[config.mk]
export PLATFORM = sky130hd
export DESIGN_NAME = aud_rec_writer
export DESIGN_NICKNAME = d
export VERILOG_FILES = /design/src/rtl/aud_rec_writer.sv
export SDC_FILE = /design/constraint.sdc
export NUM_CORES = 1
export LEC_CHECK = 0
export BUFFER_PORTS_ARGS = -buffer_cell sky130_fd_sc_hd__buf_2
export CORE_MARGIN = 2
export CORE_UTILIZATION = 55
export DETAILED_ROUTE_END_ITERATION = 6
export PLACE_DENSITY = 0.79
export SYNTH_ARGS = -nofsm -noshare
export SYNTH_HDL_FRONTEND = slang
export SYNTH_SLANG_ARGS = --single-unit
[constraint.sdc]
create_clock -name i_clk -period 2.5 [get_ports i_clk]
set_clock_uncertainty 0.1 [all_clocks]
set_input_delay 0.5 -clock i_clk [delete_from_list [all_inputs] [get_ports i_clk]]
set_output_delay 0.5 -clock i_clk [all_outputs]
set_load 0.02 [all_outputs]
[src/rtl/aud_rec_writer.sv]
// I2S ADC record path: deserialises left-channel samples and writes them to SRAM at consecutive addresses.
// Optional AUD_REC_STEREO_AVG_EN: also captures the right word and writes the average of L and R.
module aud_rec_writer #(
    parameter int DATA_W   = 16,
    parameter int ADDR_W   = 20,
    parameter int MAX_ADDR = 1024000
) (
    input  logic              i_clk,
    input  logic              i_rst,
    input  logic              i_start,
    input  logic              i_pause,
    input  logic              i_stop,
    input  logic              i_bclk,
    input  logic              i_lrck,
    input  logic              i_adcdat,
    output logic [ADDR_W-1:0] o_address,
    output logic [DATA_W-1:0] o_data,
    output logic              o_we,
    output logic [ADDR_W-1:0] o_stop_addr,
    output logic              o_fin,
    output logic [2:0]        o_state
);

    localparam int CNT_W = $clog2(DATA_W);

    typedef enum logic [2:0] {
        S_IDLE  = 3'd0,
        S_WAIT  = 3'd1,
        S_SHIFT = 3'd2,
        S_WRITE = 3'd3,
        S_PAUSE = 3'd4
    } state_t;

    state_t             r_state, w_next;
    logic               r_bclk_prev, r_lrck_prev;
    logic [CNT_W-1:0]   r_bitcnt;
    logic               r_skip;
    logic [DATA_W-1:0]  r_shift;
    logic [ADDR_W-1:0]  r_addr;
    logic [ADDR_W-1:0]  r_stop_addr;
    logic               r_fin;
    logic               r_pend_stop, r_pend_pause;

    logic               w_bclk_rise, w_lrck_fall, w_frame_edge;
    logic               w_stop, w_pause;
    logic               w_capture, w_word_done, w_to_write;
    logic               w_stop_take;
    logic [ADDR_W-1:0]  w_addr_inc;
    logic               w_last;
    logic [DATA_W-1:0]  w_shift_in;

    assign w_bclk_rise = ~r_bclk_prev & i_bclk;
    assign w_lrck_fall = r_lrck_prev & ~i_lrck;
    // Pending flags only live for the single cycle after a write.
    assign w_stop      = i_stop | r_pend_stop;
    assign w_pause     = i_pause | r_pend_pause;
    assign w_capture   = (r_state == S_SHIFT) & w_bclk_rise & ~r_skip;
    assign w_word_done = w_capture & (r_bitcnt == CNT_W'(DATA_W - 1));
    assign w_shift_in  = {r_shift[DATA_W-2:0], i_adcdat};
    assign w_addr_inc  = r_addr + 1'b1;
    assign w_last      = (w_addr_inc == ADDR_W'(MAX_ADDR));

`ifdef AUD_REC_STEREO_AVG_EN
    logic                r_right;
    logic [DATA_W-1:0]   r_left;
    logic                w_lrck_rise;
    logic signed [DATA_W:0] w_sum;

    assign w_lrck_rise  = ~r_lrck_prev & i_lrck;
    assign w_frame_edge = r_right ? w_lrck_rise : w_lrck_fall;
    assign w_to_write   = w_word_done & r_right;
    // 17-bit sum keeps the carry; dropping bit 0 is the arithmetic shift.
    assign w_sum        = $signed({r_left[DATA_W-1], r_left}) + $signed({r_shift[DATA_W-1], r_shift});
    assign o_data       = w_sum[DATA_W:1];
`else
    assign w_frame_edge = w_lrck_fall;
    assign w_to_write   = w_word_done;
    assign o_data       = r_shift;
`endif

    always_comb begin
        w_next      = r_state;
        w_stop_take = 1'b0;
        case (r_state)
            S_IDLE: begin
                if (i_start) w_next = S_WAIT;
            end
            S_WAIT: begin
                if (w_stop) begin
                    w_next      = S_IDLE;
                    w_stop_take = 1'b1;
                end else if (w_pause) begin
                    w_next = S_PAUSE;
                end else if (w_frame_edge) begin
                    w_next = S_SHIFT;
                end
            end
            S_SHIFT: begin
                if (i_stop) begin
                    w_next      = S_IDLE;
                    w_stop_take = 1'b1;
                end else if (i_pause) begin
                    w_next = S_PAUSE;
                end else if (w_to_write) begin
                    w_next = S_WRITE;
                end else if (w_word_done) begin
                    w_next = S_WAIT;
                end
            end
            S_WRITE: begin
                w_next = w_last ? S_IDLE : S_WAIT;
            end
            S_PAUSE: begin
                if (i_stop) begin
                    w_next      = S_IDLE;
                    w_stop_take = 1'b1;
                end else if (i_start) begin
                    w_next = S_WAIT;
                end
            end
            default: w_next = S_IDLE;
        endcase
    end

    always_ff @(posedge i_clk or posedge i_rst) begin
        if (i_rst) begin
            r_state      <= S_IDLE;
            r_bclk_prev  <= 1'b0;
            r_lrck_prev  <= 1'b0;
            r_bitcnt     <= '0;
            r_skip       <= 1'b0;
            r_shift      <= '0;
            r_addr       <= '0;
            r_stop_addr  <= '0;
            r_fin        <= 1'b0;
            r_pend_stop  <= 1'b0;
            r_pend_pause <= 1'b0;
        end else begin
            r_state      <= w_next;
            r_bclk_prev  <= i_bclk;
            r_lrck_prev  <= i_lrck;
            r_pend_stop  <= (r_state == S_WRITE) & i_stop;
            r_pend_pause <= (r_state == S_WRITE) & i_pause;

            if (r_state == S_IDLE && i_start) begin
                r_fin  <= 1'b0;
                r_addr <= '0;
            end

            if (w_next == S_SHIFT && r_state != S_SHIFT) begin
                r_bitcnt <= '0;
                r_skip   <= 1'b1;
            end else if (r_state == S_SHIFT && w_bclk_rise) begin
                // First rise after the LR edge carries no data (I2S one-bit delay).
                if (r_skip) begin
                    r_skip <= 1'b0;
                end else begin
                    r_shift  <= w_shift_in;
                    r_bitcnt <= r_bitcnt + 1'b1;
                end
            end

            if (r_state == S_WRITE) begin
                r_addr <= w_addr_inc;
                if (w_last) begin
                    r_stop_addr <= ADDR_W'(MAX_ADDR);
                    r_fin       <= 1'b1;
                end
            end

            if (w_stop_take) begin
                r_stop_addr <= r_addr;
                r_fin       <= 1'b1;
            end
        end
    end

`ifdef AUD_REC_STEREO_AVG_EN
    always_ff @(posedge i_clk or posedge i_rst) begin
        if (i_rst) begin
            r_right <= 1'b0;
            r_left  <= '0;
        end else if (w_next == S_IDLE || w_next == S_PAUSE || r_state == S_WRITE) begin
            r_right <= 1'b0;
        end else if (w_word_done && !r_right) begin
            r_left  <= w_shift_in;
            r_right <= 1'b1;
        end
    end
`endif

    assign o_we        = (r_state == S_WRITE);
    assign o_address   = r_addr;
    assign o_stop_addr = r_stop_addr;
    assign o_fin       = r_fin;
    assign o_state     = r_state;

endmodule

After elaboration in Yosys (flattened, before gate mapping)
Index checks and enable logic that the tools add are counted.
{ "totals": {"in_bits": 8, "romBits": 0, "word_cells": 74, "latch_bits": 0, "out_inout_bits": 61, "ff_bits": 69, "n_memories": 0, "mem_bits_rw": 0} }
{ "op_classes": {"n_lt_le_gt_ge": 0, "eq_ne": 9, "bitwise": 13, "n_div": 0, "n_mul": 0, "shifts": 0, "n_reduce_logical": 12, "addsub": 2, "mux": 27} }
{ "op_table": {"columns": ["operator", "count"], "rows": [
  ["20-bit 2-to-1 mux", 5],
  ["3-bit 2-to-1 mux", 8],
  ["20-bit by 1-bit adder with 20-bit output (second input constant)", 1],
  ["20-bit equality test (second input constant)", 1],
  ["3-bit case mux with 5 select lines", 1],
  ["4-bit 2-to-1 mux", 3],
  ["3-bit by 2-bit equality test with 1-bit output (second input constant)", 3],
  ["1-bit 2-to-1 mux", 9],
  ["2-bit nonzero test", 4],
  ["1-bit bitwise AND", 7],
  ["4-bit by 1-bit adder with 4-bit output (second input constant)", 1],
  ["4-bit equality test (second input constant)", 1],
  ["1-bit inverter", 4],
  ["2-bit AND reduction", 2],
  ["3-bit by 1-bit equality test with 1-bit output (second input constant)", 1],
  ["3-bit equality test (second input constant)", 1],
  ["1-bit logical AND", 3],
  ["3-bit logical NOT", 1],
  ["3-bit by 2-bit != test with 1-bit output (second input constant)", 1],
  ["3-bit AND reduction", 1],
  ["2-bit by 1-bit != test with 1-bit output (second input constant)", 1],
  ["1-bit OR", 2],
  ["1-bit case mux with 2 select lines", 1],
  ["2-bit OR reduction", 1]
]} }

Longest topological paths before layout
{ "logic_depth": {"ltp_word": 13, "mapped_depth": 10, "ltp_nobuf": 7} }

Worst setup path before layout
No wires, ideal clock.
{ "synth_path": {"path_kind": "reg2reg", "startpoint": "register r_addr[0], in the netlist o_address[0]", "endpoint": "register r_stop_addr[6], in the netlist o_stop_addr[6]", "n_path_buf": 2, "path_stages_with_launch": 10, "slack_ns": 0.069, "t_required_ns": 2.281, "setup_time_ns": 0.119, "synth_period_minus_slack_ns": 2.431, "t_arrival_ns": 2.212, "path_cell_list": "dfrtp_1 > ha_1 > nand3_1 > nor4_1 > xor2_1 > a211oi_1 > and4b_1 > buf_6 > buf_8 > nor2_1"} }
{ "synth_via": {"elab_chain_len": 4} }
{ "synth_rtl": {"columns": ["element", "line", "text"], "rows": [
  ["start: declaration", "39", "logic [ADDR_W-1:0] r_addr;"],
  ["start signal: assignment", "164", "r_addr <= w_addr_inc;"],
  ["20-bit by 1-bit adder with 20-bit output", "60", "assign w_addr_inc = r_addr + 1'b1;"],
  ["20-bit equality test", "61", "assign w_last = (w_addr_inc == ADDR_W'(MAX_ADDR));"],
  ["2-bit nonzero test (no line)", null, null],
  ["2-bit AND reduction (no line)", null, null],
  ["end signal: assignment", "166", "r_stop_addr <= ADDR_W'(MAX_ADDR);"],
  ["end signal: assignment", "172", "r_stop_addr <= r_addr;"],
  ["end: declaration", "40", "logic [ADDR_W-1:0] r_stop_addr;"]
]} }
No other way between the ends.
A chain may end at the register's enable or synchronous reset.

Worst setup path in the final report
{ "layout_path": {"startpoint": "register r_addr[4], in the netlist o_address[4]", "endpoint": "register r_fin, in the netlist o_fin"} }
{ "layout_via": {"elab_chain_len": 5} }
{ "layout_rtl": {"columns": ["element", "line", "text"], "rows": [
  ["20-bit by 1-bit adder with 20-bit output", "60", null],
  ["20-bit equality test", "61", null],
  ["1-bit 2-to-1 mux", "165", "if (w_last) begin"],
  ["1-bit 2-to-1 mux", "163", "if (r_state == S_WRITE) begin"],
  ["1-bit 2-to-1 mux", "171", "if (w_stop_take) begin"],
  ["end signal: assignment", "146", "r_fin <= 1'b0;"],
  ["end signal: assignment", "167", "r_fin <= 1'b1;"],
  ["end signal: assignment", "173", "r_fin <= 1'b1;"],
  ["end: declaration", "41", "logic r_fin;"]
]} }
No other way between the ends.

==> results.txt <==
- Sw Pwr: 0.659 mW
- The synthesized netlist contains 52 unique library cells.
* Largest net degree at the start of global routing: 42
* Number of setup violations in the final report: 0
* Initial standard-cell utilization of the core: 0.574
- Post-synthesis instance area: 3420 sq um
- Port Buf Inserts: roughly 70
* Register bit total from synthesis: 69
- When the netlist entered floorplanning its net count stood at 333.
- Routed length per instance: roughly 16 um
- The initial antenna violation count was 0.
- CTS saw 69 sinks.
- For the worst-skew pair, the clock arrives at the later sink with an insertion delay of around 0.34 ns.
- Final Wtd Congestion: 0.910
* Worst EP arrival: 2.41 ns
- Clock-pin slew was measured on the worst setup and hold paths at 0.08 ns.
* Relative area change from synthesis to final layout: 20.6%
- The worst path meets setup with 0.206 ns of slack.
* Fmax achieved: 436 MHz
- Of the total power, combinational logic draws 0.104.
- The average instance in the mapped netlist occupies 10.6 sq um.
- First-pass GRT wire length: 13100 um
- 0 antenna diodes ended up in the layout.
- Floorplan core area: 5960 sq um
* Setup_tns: 0 ns
- Clock root buffer: clkbuf_8
- CTS built an H-tree with a depth of 3.
- In this run the worst hold path is classified as input pin to asynchronous set/reset pin.
- Count of mapped cells out of synthesis: between 300 and 400
* Critical path capture point type: register
* DR vias: 2849
- The critical path goes through nand4_2 > or3_4 > a32o_1 > a31oi_1 > and4b_1 > buf_4 > nand3b_1.
- For this design, the slowest cell found on the critical path is dfrtp_1.
- Vias in the first global route: 2679
- The initialized floorplan defines 28 standard-cell rows.
- For this run, the register share of the synthesized area comes to 0.505.
- Static Leak: 2.23 nW
* Max-capacitance violation count: 0
- The die covers 6860 sq um.
- The worst path in the final design needs a cycle of 2.29 ns, including I/O delays and setup.
* Crit-path max FO: 7
- Total wirelength of the detailed-routed design: between 7000 and 8000 um
- Most used flip-flop cell after synthesis: dfrtp_1
- Detailed placement ended at an HPWL of 5310 um.
* Count of flip-flops with a built-in enable after synthesis: 0
- Pre-CTS setup slack: 0.167 ns
* Highest-count cells in the layout ignoring fill and taps: dfrtp_1 (69), buf_2 (68), nor2_1 (36)
* DRC violation count after routing: 0
* Final antenna-violating net count: 0
- Buffers inserted to repair hold after CTS numbered 0.
- Fin. Hold Viols: 0
* PwrDens: 611 nW/um^2
* Crit start category: register
- Net count, final: 409
* Maximum VDD drop: 386 uV
- After detailed placement, the design holds a cell count of 463.
- P_int: about 1.9 mW
- On the worst path, the slowest cell contributes a delay of a little over 0.5 ns.
- Net switching share of the total power: 0.262
- Of the cells placed in the final design, the portion with a size suffix greater than 1 is 0.332.
- After synthesis, the share of flip-flops with an asynchronous set or reset is 1.00.
- The cell family contributing the most delay on the critical path is simple AND/OR/NAND/NOR gates.
- At the worst endpoint, the required time is roughly 2.6 ns.
* Worst path bufs/invs: 1
* Portion of the clock cycle consumed by the worst path in the final layout: 0.917
* Least-Margin Pin Slew: 0.619 ns
- CTS tree: built
- Detailed-routing iteration count for the pre-antenna-repair pass: 6
* Number of violations reported at the end of detailed-routing iteration 0: 203
* Overall track demand over capacity in global routing: 0.233
- Relative slew slack: 0.586
- The number of max-slew violations in the final report is 0.
- Of the total power, registers draw 0.482.
* Warnings, synthesis: 0
* Leading cell type in the layout, fill and taps excluded: dfrtp_1
* Ratio of routed vias to standard cells: just under 6
- Deepest clock path buffer count: 2
- Die X: 82.8 um
* Clock buffer count from CTS: 9
- The critical path is of the register to register type.
* Result of the run: finished clean
- Gr ovfl total: 0
- 69 I/O pins were placed.
* Unrepaired setup endpoints after global routing: false
- Leaving out filler cells and counting taps, the final layout contains 479.
- The share of total power dissipated in the clock network is 0.415.
- Measured along the y axis, the die boundary spans 82.8 um.
## per-stage QoR
| stage | area [sq um] | utilization | hold slack (ns) | power [mW] |
|---|---|---|---|---|
| final | 4120 | 0.692 | 0.128 | 2.52 |
| after global routing | 4120 | 0.692 | 0.167 | 2.62 |
| after CTS | 4110 | 0.690 | 0.148 | 2.53 |
| after detailed placement | 3880 | 0.651 | 0.371 | 1.50 |
| after global placement | 3880 | 0.651 | 0.360 | 1.49 |
| after floorplan | 3420 | - | 0.350 | 1.41 |
## flip-flops by register name (all words and copies together) (netlist names)
register      cells
r_bclk_prev       1
r_lrck_prev       1
r_bitcnt          4
o_fin             1
o_data           16
o_state           3
o_stop_addr      20
o_address        20
r_pend_stop       1
r_pend_pause      1
r_skip            1
## per-layer routing
| layer | track usage | vias up | wire [um] |
|---|---|---|---|
| li1 | - | 1315 | - |
| met1 | 0.323 | 1400 | 3340 |
| met2 | 0.366 | 117 | 3720 |
| met3 | 0.0487 | 17 | 515 |
| met4 | 0.0820 | 0 | 127 |
| met5 | 0 | - | 0 |
## final timing paths
kind,from,to,slack (ns),depth (start not counted)
hold reg to reg,r_skip,r_skip,0.38,1
setup reg to reg,o_address[4],o_fin,0.21,7
max in group asynchronous,i_rst,o_stop_addr[7],1.55,3
hold / removal,i_rst,o_data[6],0.13,2
min in group i_clk,i_bclk,r_bclk_prev,0.18,1
setup / recovery,o_address[4],o_fin,0.21,7
## cell usage after synthesis (all sizes together) (7+ instances only)
master   n  area share
dfrtp   69        0.51
nor2    37       0.041
o21ai   33       0.048
mux2i   21       0.061
mux2    17       0.056
nand2   17       0.019
buf     15       0.034
nand4   12       0.028
clkbuf   9      0.0099
nand3    8       0.012
xnor2    8       0.020
a31oi    7       0.013
## worst reg2reg max path: stages (launching register included)
cell and delay, ns:
dfrtp_1 0.51, nand4_2 0.18, or3_4 0.43, a32o_1 0.23, a31oi_1 0.17, and4b_1 0.24, buf_4 0.17, nand3b_1 0.15
## layout make-up
class | count | area [sq um]
Tap cell | 75 | 93.8
Clock buffer | 10 | 138
Timing Repair Buffer | 89 | 510
Fill cell | 488 | 1830
Sequential cell | 69 | 1730
Clock inverter | 6 | 93.8
Inverter | 5 | 18.8
Multi-Input combinational cell | 225 | 1540
## logic make-up (layout without fill, tap and decap cells)
kind of cell,after synthesis,after routing,synth area share
flip-flops,69,69,0.505
XOR/XNOR,11,11,0.0282
adder cells (fa/ha/maj),2,2,0.00732
AND/OR/NAND/NOR,107,107,0.170
multiplexers,38,38,0.117
AO/OA/AOI/OAI,67,67,0.123
buffers and inverters,29,110,0.0490
## power groups by stage
stage	combinational [mW]	sequential (mW)	clock, mW
final	0.261	1.21	1.04
after global routing	0.290	1.22	1.11
after CTS	0.264	1.21	1.06
after detailed placement	0.264	1.23	0
after global placement	0.258	1.23	0
after floorplan	0.143	1.27	0
## repair_timing
| action | in CTS | in global routing |
|---|---|---|
| setup endpoints to repair | 0 | 22 |
| resized for setup | 0 | 2 |
| buffers inserted | 0 | 0 |
Power figures use the tool's default switching activity.
